## src/rtl/d_reg_pkg.sv

```systemverilog
// d_reg_pkg -- shared definitions for the d_reg_bank register bank.
//   mode_e      : global bank operation encoding (hold/load/shift/clear)
//   even_parity : width-generic even-parity helper, used only when
//                 D_REG_BANK_PARITY_EN is defined. Callers zero-extend
//                 their operand to PAR_MAX_W; zero bits leave the parity unchanged.
package d_reg_pkg;

  typedef enum logic [1:0] {
    MODE_HOLD  = 2'b00,
    MODE_LOAD  = 2'b01,
    MODE_SHIFT = 2'b10,
    MODE_CLEAR = 2'b11
  } mode_e;

  localparam int PAR_MAX_W = 256;

  function automatic logic even_parity(input logic [PAR_MAX_W-1:0] v);
    return ^v;
  endfunction

endpackage

```

## src/rtl/d_reg_chan.sv

```systemverilog
// d_reg_chan -- one WIDTH-bit storage channel of d_reg_bank.
// Ports:
//   clk, rst  : clock, synchronous active-high reset (loads RESET_VAL)
//   mode      : global bank operation
//   en        : this channel's load/clear enable (ignored by shift)
//   d         : parallel load word
//   shift_in  : word shifted in (sin for channel 0, previous channel otherwise)
//   q         : registered channel contents
//   q_par     : registered even parity of q (only with D_REG_BANK_PARITY_EN)
module d_reg_chan
  import d_reg_pkg::*;
#(
  parameter int               WIDTH     = 8,
  parameter logic [WIDTH-1:0] RESET_VAL = '0
) (
  input  logic             clk,
  input  logic             rst,
  input  mode_e            mode,
  input  logic             en,
  input  logic [WIDTH-1:0] d,
  input  logic [WIDTH-1:0] shift_in,
  output logic [WIDTH-1:0] q
`ifdef D_REG_BANK_PARITY_EN
  ,
  output logic             q_par
`endif
);

  logic [WIDTH-1:0] r_q;
  logic [WIDTH-1:0] w_q_next;

  always_comb begin
    w_q_next = r_q;
    case (mode)
      MODE_LOAD:  if (en) w_q_next = d;
      MODE_SHIFT: w_q_next = shift_in;
      MODE_CLEAR: if (en) w_q_next = RESET_VAL;
      default:    w_q_next = r_q;
    endcase
  end

  always_ff @(posedge clk) begin
    if (rst) r_q <= RESET_VAL;
    else     r_q <= w_q_next;
  end

  assign q = r_q;

`ifdef D_REG_BANK_PARITY_EN
  // Parity is computed from the next value so it lands on the same edge as q.
  logic r_par;
  always_ff @(posedge clk) begin
    if (rst) r_par <= even_parity(PAR_MAX_W'(RESET_VAL));
    else     r_par <= even_parity(PAR_MAX_W'(w_q_next));
  end
  assign q_par = r_par;
`else
  // Parity disabled: the channel carries no extra state.
`endif

endmodule

```

## src/rtl/d_reg_bank.sv

```systemverilog
// d_reg_bank -- CHANNELS x WIDTH register bank with a snapshot port.
// Optional feature macro: D_REG_BANK_PARITY_EN (adds q_par / snap_par).
// Ports:
//   clk, rst   : clock, synchronous active-high reset
//   d, en      : parallel load data / per-channel load-clear enables
//   mode       : 00 hold, 01 load, 10 shift, 11 clear
//   sin, sout  : shift-in word for channel 0 / combinational last channel
//   q          : registered bank contents, channel i = q[i*WIDTH +: WIDTH]
//   snap_req   : capture request; snap_ready: consumer accepts
//   snap_valid : snapshot pending; snap_data: captured bank
//   snap_ovf   : sticky dropped-request flag, cleared by ovf_clr
//   q_par, snap_par : per-channel even parity of q / snap_data (macro only)
module d_reg_bank
  import d_reg_pkg::*;
#(
  parameter int               WIDTH     = 8,
  parameter int               CHANNELS  = 4,
  parameter logic [WIDTH-1:0] RESET_VAL = '0
) (
  input  logic                      clk,
  input  logic                      rst,
  input  logic [CHANNELS*WIDTH-1:0] d,
  input  logic [CHANNELS-1:0]       en,
  input  logic [1:0]                mode,
  input  logic [WIDTH-1:0]          sin,
  output logic [CHANNELS*WIDTH-1:0] q,
  output logic [WIDTH-1:0]          sout,
  input  logic                      snap_req,
  input  logic                      snap_ready,
  output logic                      snap_valid,
  output logic [CHANNELS*WIDTH-1:0] snap_data,
  output logic                      snap_ovf,
  input  logic                      ovf_clr
`ifdef D_REG_BANK_PARITY_EN
  ,
  output logic [CHANNELS-1:0]       q_par,
  output logic [CHANNELS-1:0]       snap_par
`endif
);

  logic [WIDTH-1:0] w_chan_q [CHANNELS];
  mode_e            w_mode;

  assign w_mode = mode_e'(mode);

  generate
    for (genvar gi = 0; gi < CHANNELS; gi++) begin : g_chan
      logic [WIDTH-1:0] w_shift_in;
      if (gi == 0) begin : g_head
        assign w_shift_in = sin;
      end else begin : g_tail
        assign w_shift_in = w_chan_q[gi-1];
      end

      d_reg_chan #(
        .WIDTH    (WIDTH),
        .RESET_VAL(RESET_VAL)
      ) u_chan (
        .clk     (clk),
        .rst     (rst),
        .mode    (w_mode),
        .en      (en[gi]),
        .d       (d[gi*WIDTH +: WIDTH]),
        .shift_in(w_shift_in),
        .q       (w_chan_q[gi])
`ifdef D_REG_BANK_PARITY_EN
        ,
        .q_par   (q_par[gi])
`endif
      );

      assign q[gi*WIDTH +: WIDTH] = w_chan_q[gi];
    end
  endgenerate

  assign sout = w_chan_q[CHANNELS-1];

  // Snapshot handshake. A new capture may replace a pending one only in the
  // cycle it is consumed, so snap_data never changes under a waiting reader.
  logic                      r_snap_valid;
  logic [CHANNELS*WIDTH-1:0] r_snap_data;
  logic                      r_snap_ovf;
  logic                      w_consume;
  logic                      w_accept;
  logic                      w_drop;

  assign w_consume = r_snap_valid & snap_ready;
  assign w_accept  = snap_req & (~r_snap_valid | snap_ready);
  assign w_drop    = snap_req & r_snap_valid & ~snap_ready;

  always_ff @(posedge clk) begin
    if (rst) begin
      r_snap_valid <= 1'b0;
      r_snap_data  <= '0;
      r_snap_ovf   <= 1'b0;
    end else begin
      if (w_accept) begin
        r_snap_valid <= 1'b1;
        r_snap_data  <= q;          // pre-update bank contents
      end else if (w_consume) begin
        r_snap_valid <= 1'b0;
      end
      // Set wins over clear when both happen in one cycle.
      if (w_drop)       r_snap_ovf <= 1'b1;
      else if (ovf_clr) r_snap_ovf <= 1'b0;
    end
  end

  assign snap_valid = r_snap_valid;
  assign snap_data  = r_snap_data;
  assign snap_ovf   = r_snap_ovf;

`ifdef D_REG_BANK_PARITY_EN
  logic [CHANNELS-1:0] r_snap_par;
  always_ff @(posedge clk) begin
    if (rst)           r_snap_par <= {CHANNELS{even_parity(PAR_MAX_W'(RESET_VAL))}};
    else if (w_accept) r_snap_par <= q_par;
  end
  assign snap_par = r_snap_par;
`else
  // Parity disabled: no snapshot parity state.
`endif

endmodule
```

## config.mk

```make
export PLATFORM = sky130hd
export DESIGN_NAME = d_reg_bank
export DESIGN_NICKNAME = d
export VERILOG_FILES = /design/src/rtl/d_reg_pkg.sv /design/src/rtl/d_reg_chan.sv /design/src/rtl/d_reg_bank.sv
export SDC_FILE = /design/constraint.sdc
export NUM_CORES = 1
export LEC_CHECK = 0
export ABC_AREA = 1
export CORE_UTILIZATION = 43
export DETAILED_ROUTE_END_ITERATION = 6
export GPL_ROUTABILITY_DRIVEN = 0
export PLACE_DENSITY = 0.92
export SETUP_SLACK_MARGIN = 0.05
export SYNTH_ARGS = -nofsm -noshare
export SYNTH_HDL_FRONTEND = slang
export SYNTH_SLANG_ARGS = --single-unit
```

## constraint.sdc

```tcl
create_clock -name clk -period 1.1 [get_ports clk]
set_input_delay 0.22 -clock clk [delete_from_list [all_inputs] [get_ports clk]]
set_output_delay 0.22 -clock clk [all_outputs]
set_load 0.01 [all_outputs]
```

==> metrics.txt, run 1 <==
Placed Cells=710; DRT Wirelength=10900 um; nets@finish=689; Hold Crit Depth=3; Via Count=3714; Syn Std Cell Area=0.00309 sq mm; cell family with most CP delay=flip-flops; Longest Clk Path Bufs=2; Buf+Inv Stages, Crit Path=1; synth unique cells=19; final worst path period share=98.2%; # IOs=125; WP data required=880 ps; Final Max Tran Viols=0; Tmin final=1080 ps; asr flop ratio synth=0%; simple-gate area share of the yosys netlist=36.0%; adder-cell share of the synthesized area=0%; sequential share of the synthesized area=42.8%; Via density=5.04; final std cells w/o fill=737; Row Count=30; DIE WIDTH=86.7 um; Seq cells post-synth=66; crit path kind=flop to output pin; most common cell in the synthesized netlist=nor2_1; Setup TNS=0 ps; worst hold endpoint=snap_ovf; Hold Path Origin=snap_req; Ys Warns=0; reg2reg setup slack=20 ps; number of synthesized flops with an enable pin=0; synth cell count leaders=nor2_1 (98), nand2_1 (97), inv_1 (67); final hold slack=244 ps; aggregate global routing overflow=0; post-synthesis compound-gate area fraction=5.67%; WP data arrival=860 ps; final setup violation count=0; first-pass GRT wire length=16100 um; syn nets=522; hold crit path type=primary input to flop; maximum VDD drop=0.699 mV; worst slew pin tran=261 ps; worst skew pair latency=340 ps; post-synth top area cell=dfxtp_1; Worst Clk Skew=5.02 ps; Main synth FF type=dfxtp_1; TritonCTS buffer count=9; DR iter-0 viols=300; Critical Path, Cell by Cell=buf_2; post-synth top area share=42.8%; Syn Area/Cell=6.55 sq um; CP max-delay cell=dfxtp_1; initial antenna violation count=0; crit start category=flop; CTS H-tree lvls=3; CTS hold repair buffers=0; pwr/cell area=1250 mW/mm^2; vias in the first global route=3599; Total GRT Usage=28.0%; CP peak stage delay=370 ps; DP Wirelength=7240 um; RSZ-0062 raised after global routing=yes; worst r2r dst=snap_data[17]; post-synthesis mux area share=0%; Slew HR=82.6%; core area=0.00687 sq mm; clk root buf=clkbuf_8; WL per Instance=14.7 um; largest net degree at the start of global routing=65; die area=0.00752 sq mm; Starting Density=44.9%; number of diodes=0; largest family of logic cells by synthesized area=simple AND/OR/NAND/NOR gates; antenna viol nets, final=0; status=finished, final reports clean; die height=86.7 um; Hold Fails Final Rpt=0; # port buffers=124; worst reg2reg path depth=6; DRC Markers=0; fraction of layout cells with a size suffix above 1=39.0%; Crit. End Element=output pin; Mapped Cells=471; fmax=926 MHz; Layout area overhead=63.3%; TritonRoute pass-1 iters=5; Sink Count=66; reg2reg start=snap_valid; Max FO, Critical Path=2; leak pwr=2.77 nW; clock slew seen by the registers of the worst setup and hold paths=70 ps; CTS tree=done; maxcap violations=0; Synth Area in XOR/XNOR=0%; top area cells in the synthesized netlist=dfxtp_1 (43%), nor2_1 (12%), nand2_1 (12%), nand3_1 (10%), inv_1 (8.1%)
cell families (layout without fill, tap and decap cells):
family	Yosys count	count (layout)
flip-flops	66	66
AND/OR/NAND/NOR	266	266
buffers and inverters	104	274
AO/OA/AOI/OAI	35	35
worst max path at each step:
| stage | from | endpoint | slack, ps | depth (start not counted) |
|---|---|---|---|---|
| after CTS | snap_data[23] | snap_data[23] | 50 | 1 |
| after floorplan | snap_valid | snap_data[10] | 80 | 5 |
| after global routing | snap_data[0] | snap_data[0] | 2 | 1 |
| after detailed placement | mode[0] | g_chan[1].u_chan.q[0] | -470 | 8 |
| final | snap_data[0] | snap_data[0] | 20 | 1 |
| after global placement | mode[1] | g_chan[2].u_chan.q[0] | -450 | 7 |
what timing repair did:
item,CTS,global route
gates resized for setup,382,61
setup endpoints to repair,135,74
pin swaps,3,6
setup buffers,6,4
gates cloned,1,2
tightest hold or removal path: cells and delay by family:
family | cells | cell delay [ps]
buf+inv | 1 | 160
simple gates | 1 | 100
compound gates | 1 | 60
metrics by stage:
| step | power (W) | cell area (sq um) | util, % | setup slack [ps] |
|---|---|---|---|---|
| after floorplan | 0.00318 | 3090 | - | 75.9 |
| after global placement | 0.00386 | 4730 | 68.9 | -450 |
| after detailed placement | 0.00392 | 4730 | 68.9 | -472 |
| after CTS | 0.00615 | 4770 | 69.5 | 51.7 |
| after global routing | 0.00652 | 5040 | 73.4 | 2.32 |
| final | 0.00631 | 5040 | 73.4 | 19.6 |
routing by layer:
layer | part of all wire, % | vias to the layer above | global-route usage (%)
met5 | 0 | - | 0
met4 | 3.4 | 0 | 15.3
met3 | 6.9 | 36 | 5.14
met2 | 53 | 202 | 53.7
met1 | 36 | 1718 | 28.6
li1 | - | 1758 | -
layout make-up:
class | instances | area [sq um]
clock buffers | 12 | 165
clock inverters | 2 | 60.1
fillers | 496 | 1830
multi-input cells | 301 | 1380
repair buffers | 187 | 1640
inverters | 73 | 285
well taps | 96 | 120
flip-flops and latches | 66 | 1400
state kept, by name (all words and copies together), names as in the netlist:
register and flops:
g_chan.u_chan.q 32, snap_valid 1, snap_data 32, snap_ovf 1
cell usage in the layout (no fill, tap or decap):
cell	instances
nand2_1	94
nor2_1	88
inv_1	63
nand3_1	61
dfxtp_2	57
buf_2	56
buf_4	48
clkdlybuf4s50_1	45
o21ai_1	21
buf_6	20
clkbuf_8	12
nor2_2	10
buf_12	10
dfxtp_1	8
inv_2	7
o21ai_2	7
nand2_2	6
o21ai_0	5
nand2_4	3
dlygate4sd2_1	3
a21oi_1	2
nand3_2	2
bufinv_16	2
clkbuf_16	2
inv_6	1
nor2_4	1
nand2_8	1
clkinvlp_4	1
inv_4	1
buf_16	1
dfxtp_4	1
clkbuf_2	1
dlymetal6s2s_1	1
report_power, final:
| group | total, W | internal, W | switching (W) |
|---|---|---|---|
| combinational | 0.00131 | 0.000656 | 0.000656 |
| sequential | 0.00263 | 0.00255 | 0.0000890 |
| clock | 0.00236 | 0.00144 | 0.000923 |
| total | 0.00631 | 0.00464 | 0.00167 |
Note: power is estimated with default switching activity, not from simulation.
==> run 2, diff against run 1 <==
--- a/config.mk
+++ b/config.mk
@@ -6,7 +6,10 @@
 export NUM_CORES = 1
 export LEC_CHECK = 0
 export ABC_AREA = 1
+export CORE_ASPECT_RATIO = 2
+export CORE_MARGIN = 4
 export CORE_UTILIZATION = 43
+export CTS_BUF_LIST = sky130_fd_sc_hd__clkbuf_4 sky130_fd_sc_hd__clkbuf_8 sky130_fd_sc_hd__clkbuf_16
 export DETAILED_ROUTE_END_ITERATION = 6
 export GPL_ROUTABILITY_DRIVEN = 0
 export PLACE_DENSITY = 0.92
==> run 2 against run 1 <==
Compared with the run above: the run now ends with setup timing left; clock power up 18%; setup slack worse by 50 ps; first-iteration DRC count up 25%; non-clock buffer count up 8; final area up 7.8%; die area up 15%; critical path type is now flop to flop; largest cell class unchanged.
==> metrics.txt, run 2 (synthesis results as in run 1) <==
reg2reg setup slack=-30 ps (-50 ps); GR Util met2=51.3% (-2.4 points); worst skew pair latency=340 ps (about the same); fin util=78.3% (+4.9 points); largest net degree at the start of global routing=65 (unchanged); WP depth=6 (+5); Crit. End Element=flop; final worst path period share=103% (+4.5 points); most frequent cells in the layout=nor2_1 (68), nand2_1 (65), inv_1 (63); first-pass GRT wire length=18800 um (+17%); setup ws final=-30.0 ps (-49.5 ps); fraction of layout cells with a size suffix above 1=46.2% (+7.2 points); reg2reg start=snap_valid; Longest Clk Path Bufs=2 (unchanged); commonest non-fill, non-tap cell in the layout=nor2_1; nets@finish=697 (+1.2%); area of the multi-input gates=0.00162 sq mm (+18%); failing checks=setup timing; CTS H-tree lvls=3 (unchanged); WP data required=1330 ps (+450 ps); WL per Instance=19.9 um (+35%); Final Max Tran Viols=0 (unchanged); DRC Markers=0 (unchanged); Row Count=43 (+43%); worst reg2reg path depth=6 (unchanged); DP Wirelength=8430 um (+17%); vias in the first global route=4035 (+12%); pwr/cell area=1280 mW/mm^2 (+2.4%); Hold Path Origin=snap_req; CTS hold repair buffers=0 (unchanged); Max FO, Critical Path=9 (+7); clock slew seen by the registers of the worst setup and hold paths=50 ps (-20 ps); aggregate global routing overflow=0 (unchanged); Starting Density=44.5% (-0.46 points); # IOs=125 (unchanged); die area=0.00868 sq mm (+15%); core area=0.00694 sq mm (+1.0%); CP peak stage delay=350 ps (-20 ps); Tot Pwr=0.00697 W (+10%); crit path kind=flop to flop; Via density=5.63 (+12%); Tmin final=1130 ps (+49.5 ps); TritonCTS buffer count=9 (unchanged); Register Area=0.00137 sq mm (-1.6%); DIE WIDTH=67.9 um (-22%); CTS tree=done; WP data arrival=1360 ps (+500 ps); DRT Wirelength=14800 um (+36%); maximum VDD drop=1.12 mV (+60%); Total GRT Usage=29.3% (+1.2 points); # port buffers=124 (unchanged); fmax=885 MHz (-4.4%); crit start category=flop; Top Usage Layer GRT=met2; Hold Fails Final Rpt=0 (unchanged); clk root buf=clkbuf_16; initial antenna violation count=1 (+1); Worst Clk Skew=2.52 ps (-2.50 ps); leak pwr=3.02 nW (+8.8%); cell family with most CP delay=simple AND/OR/NAND/NOR gates; antenna viol nets, final=0 (unchanged); Via Count=4176 (+12%); worst slew pin tran=306 ps (+45.0 ps); hold crit path type=primary input to flop; Slew HR=79.6% (-3.0 points); worst hold endpoint=snap_ovf; die height=128 um (+47%); Buf+Inv Stages, Crit Path=2 (+1); status=complete, but fails checks; worst r2r dst=snap_data[15]; TritonRoute pass-1 iters=5 (unchanged); Sink Count=66 (unchanged); final setup violation count=3 (+3); met3 Use GR=6.49% (+1.3 points); CP max-delay cell=dfxtp_2; M1 GR Usage=26.1% (-2.4 points); maxcap violations=0 (unchanged); DR iter-0 viols=375 (+25%); Critical Path, Cell by Cell=nand2_4, nand2_8, clkinv_8, buf_12, nor2_2, nor2_1; fill count=402 (-19%); Hold Crit Depth=3 (unchanged); Layout area overhead=76.1%; RSZ-0062 raised after global routing=yes
## run 2: cell count changes in the layout (fill, tap and decap cells not counted), sizes merged, moves of 3 or more
cell / change
clkinv: +4
clkbuf: +3
inv: -3
dlygate4sd2: -3
buf: +7
dlymetal6s2s: +4
## run 2: final cells by class
type | instances | area share [%]
inverters | 73 | 5.50
clock inverters | 2 | 0.184
clock buffers | 14 | 5.18
diodes | 1 | 0.0460
repair buffers | 195 | 32.0
multi-input cells | 301 | 29.8
flip-flops and latches | 66 | 25.3
well taps | 90 | 2.07
## run 2: worst reg2reg max path: cells and delay by family, from the launching register on
kind                   cells  cell delay, ps
flip-flops                 1             350
buffers and inverters      2             260
AND/OR/NAND/NOR            4             410
## run 2: how the worst max path moves through the flow
stage	startpoint	endpoint	slack, ps
2_1_floorplan	snap_valid	snap_data[10]	80
3_3_place_gp	mode[0]	g_chan[1].u_chan.q[2]	-380
3_5_place_dp	mode[0]	g_chan[0].u_chan.q[3]	-460
4_1_cts	snap_ready	snap_data[25]	4
5_1_grt	mode[0]	g_chan[0].u_chan.q[0]	-60
6_report	snap_valid	snap_data[15]	-30
## run 2: through the flow
step | setup WS (ps) | setup TNS (ps) | std cells | hold WS (ps) | instance area (sq um)
final | -30.0 | -54.8 | 742 | 323 | 5440
after floorplan | 75.9 | 0 | 471 | 289 | 3090
after global routing | -64.0 | -464 | 742 | 321 | 5440
after detailed placement | -456 | -23610 | 711 | 459 | 4750
after global placement | -384 | -20100 | 711 | 446 | 4750
after CTS | 4.11 | 0 | 738 | 465 | 4890
## run 2: what timing repair did
action,in CTS,in global routing
endpoints found under the setup margin,130,93
gates resized for setup,341,174
gates cloned,2,3
pin swaps,3,17
buffers inserted,9,2
hold endpoints to repair,0,0
## run 2: where the power goes
group / internal, W / switching [W] / leakage [nW]
clock network: 0.00175 / 0.00103 / 0.150
logic: 0.000731 / 0.000810 / 2.31
registers: 0.00254 / 0.000104 / 0.557
## run 2: layer usage
| metal | part of all wire, % | vias up |
|---|---|---|
| li1 | - | 1775 |
| met1 | 30 | 1900 |
| met2 | 51 | 359 |
| met3 | 9.0 | 142 |
| met4 | 11 | 0 |
| met5 | 0 | - |
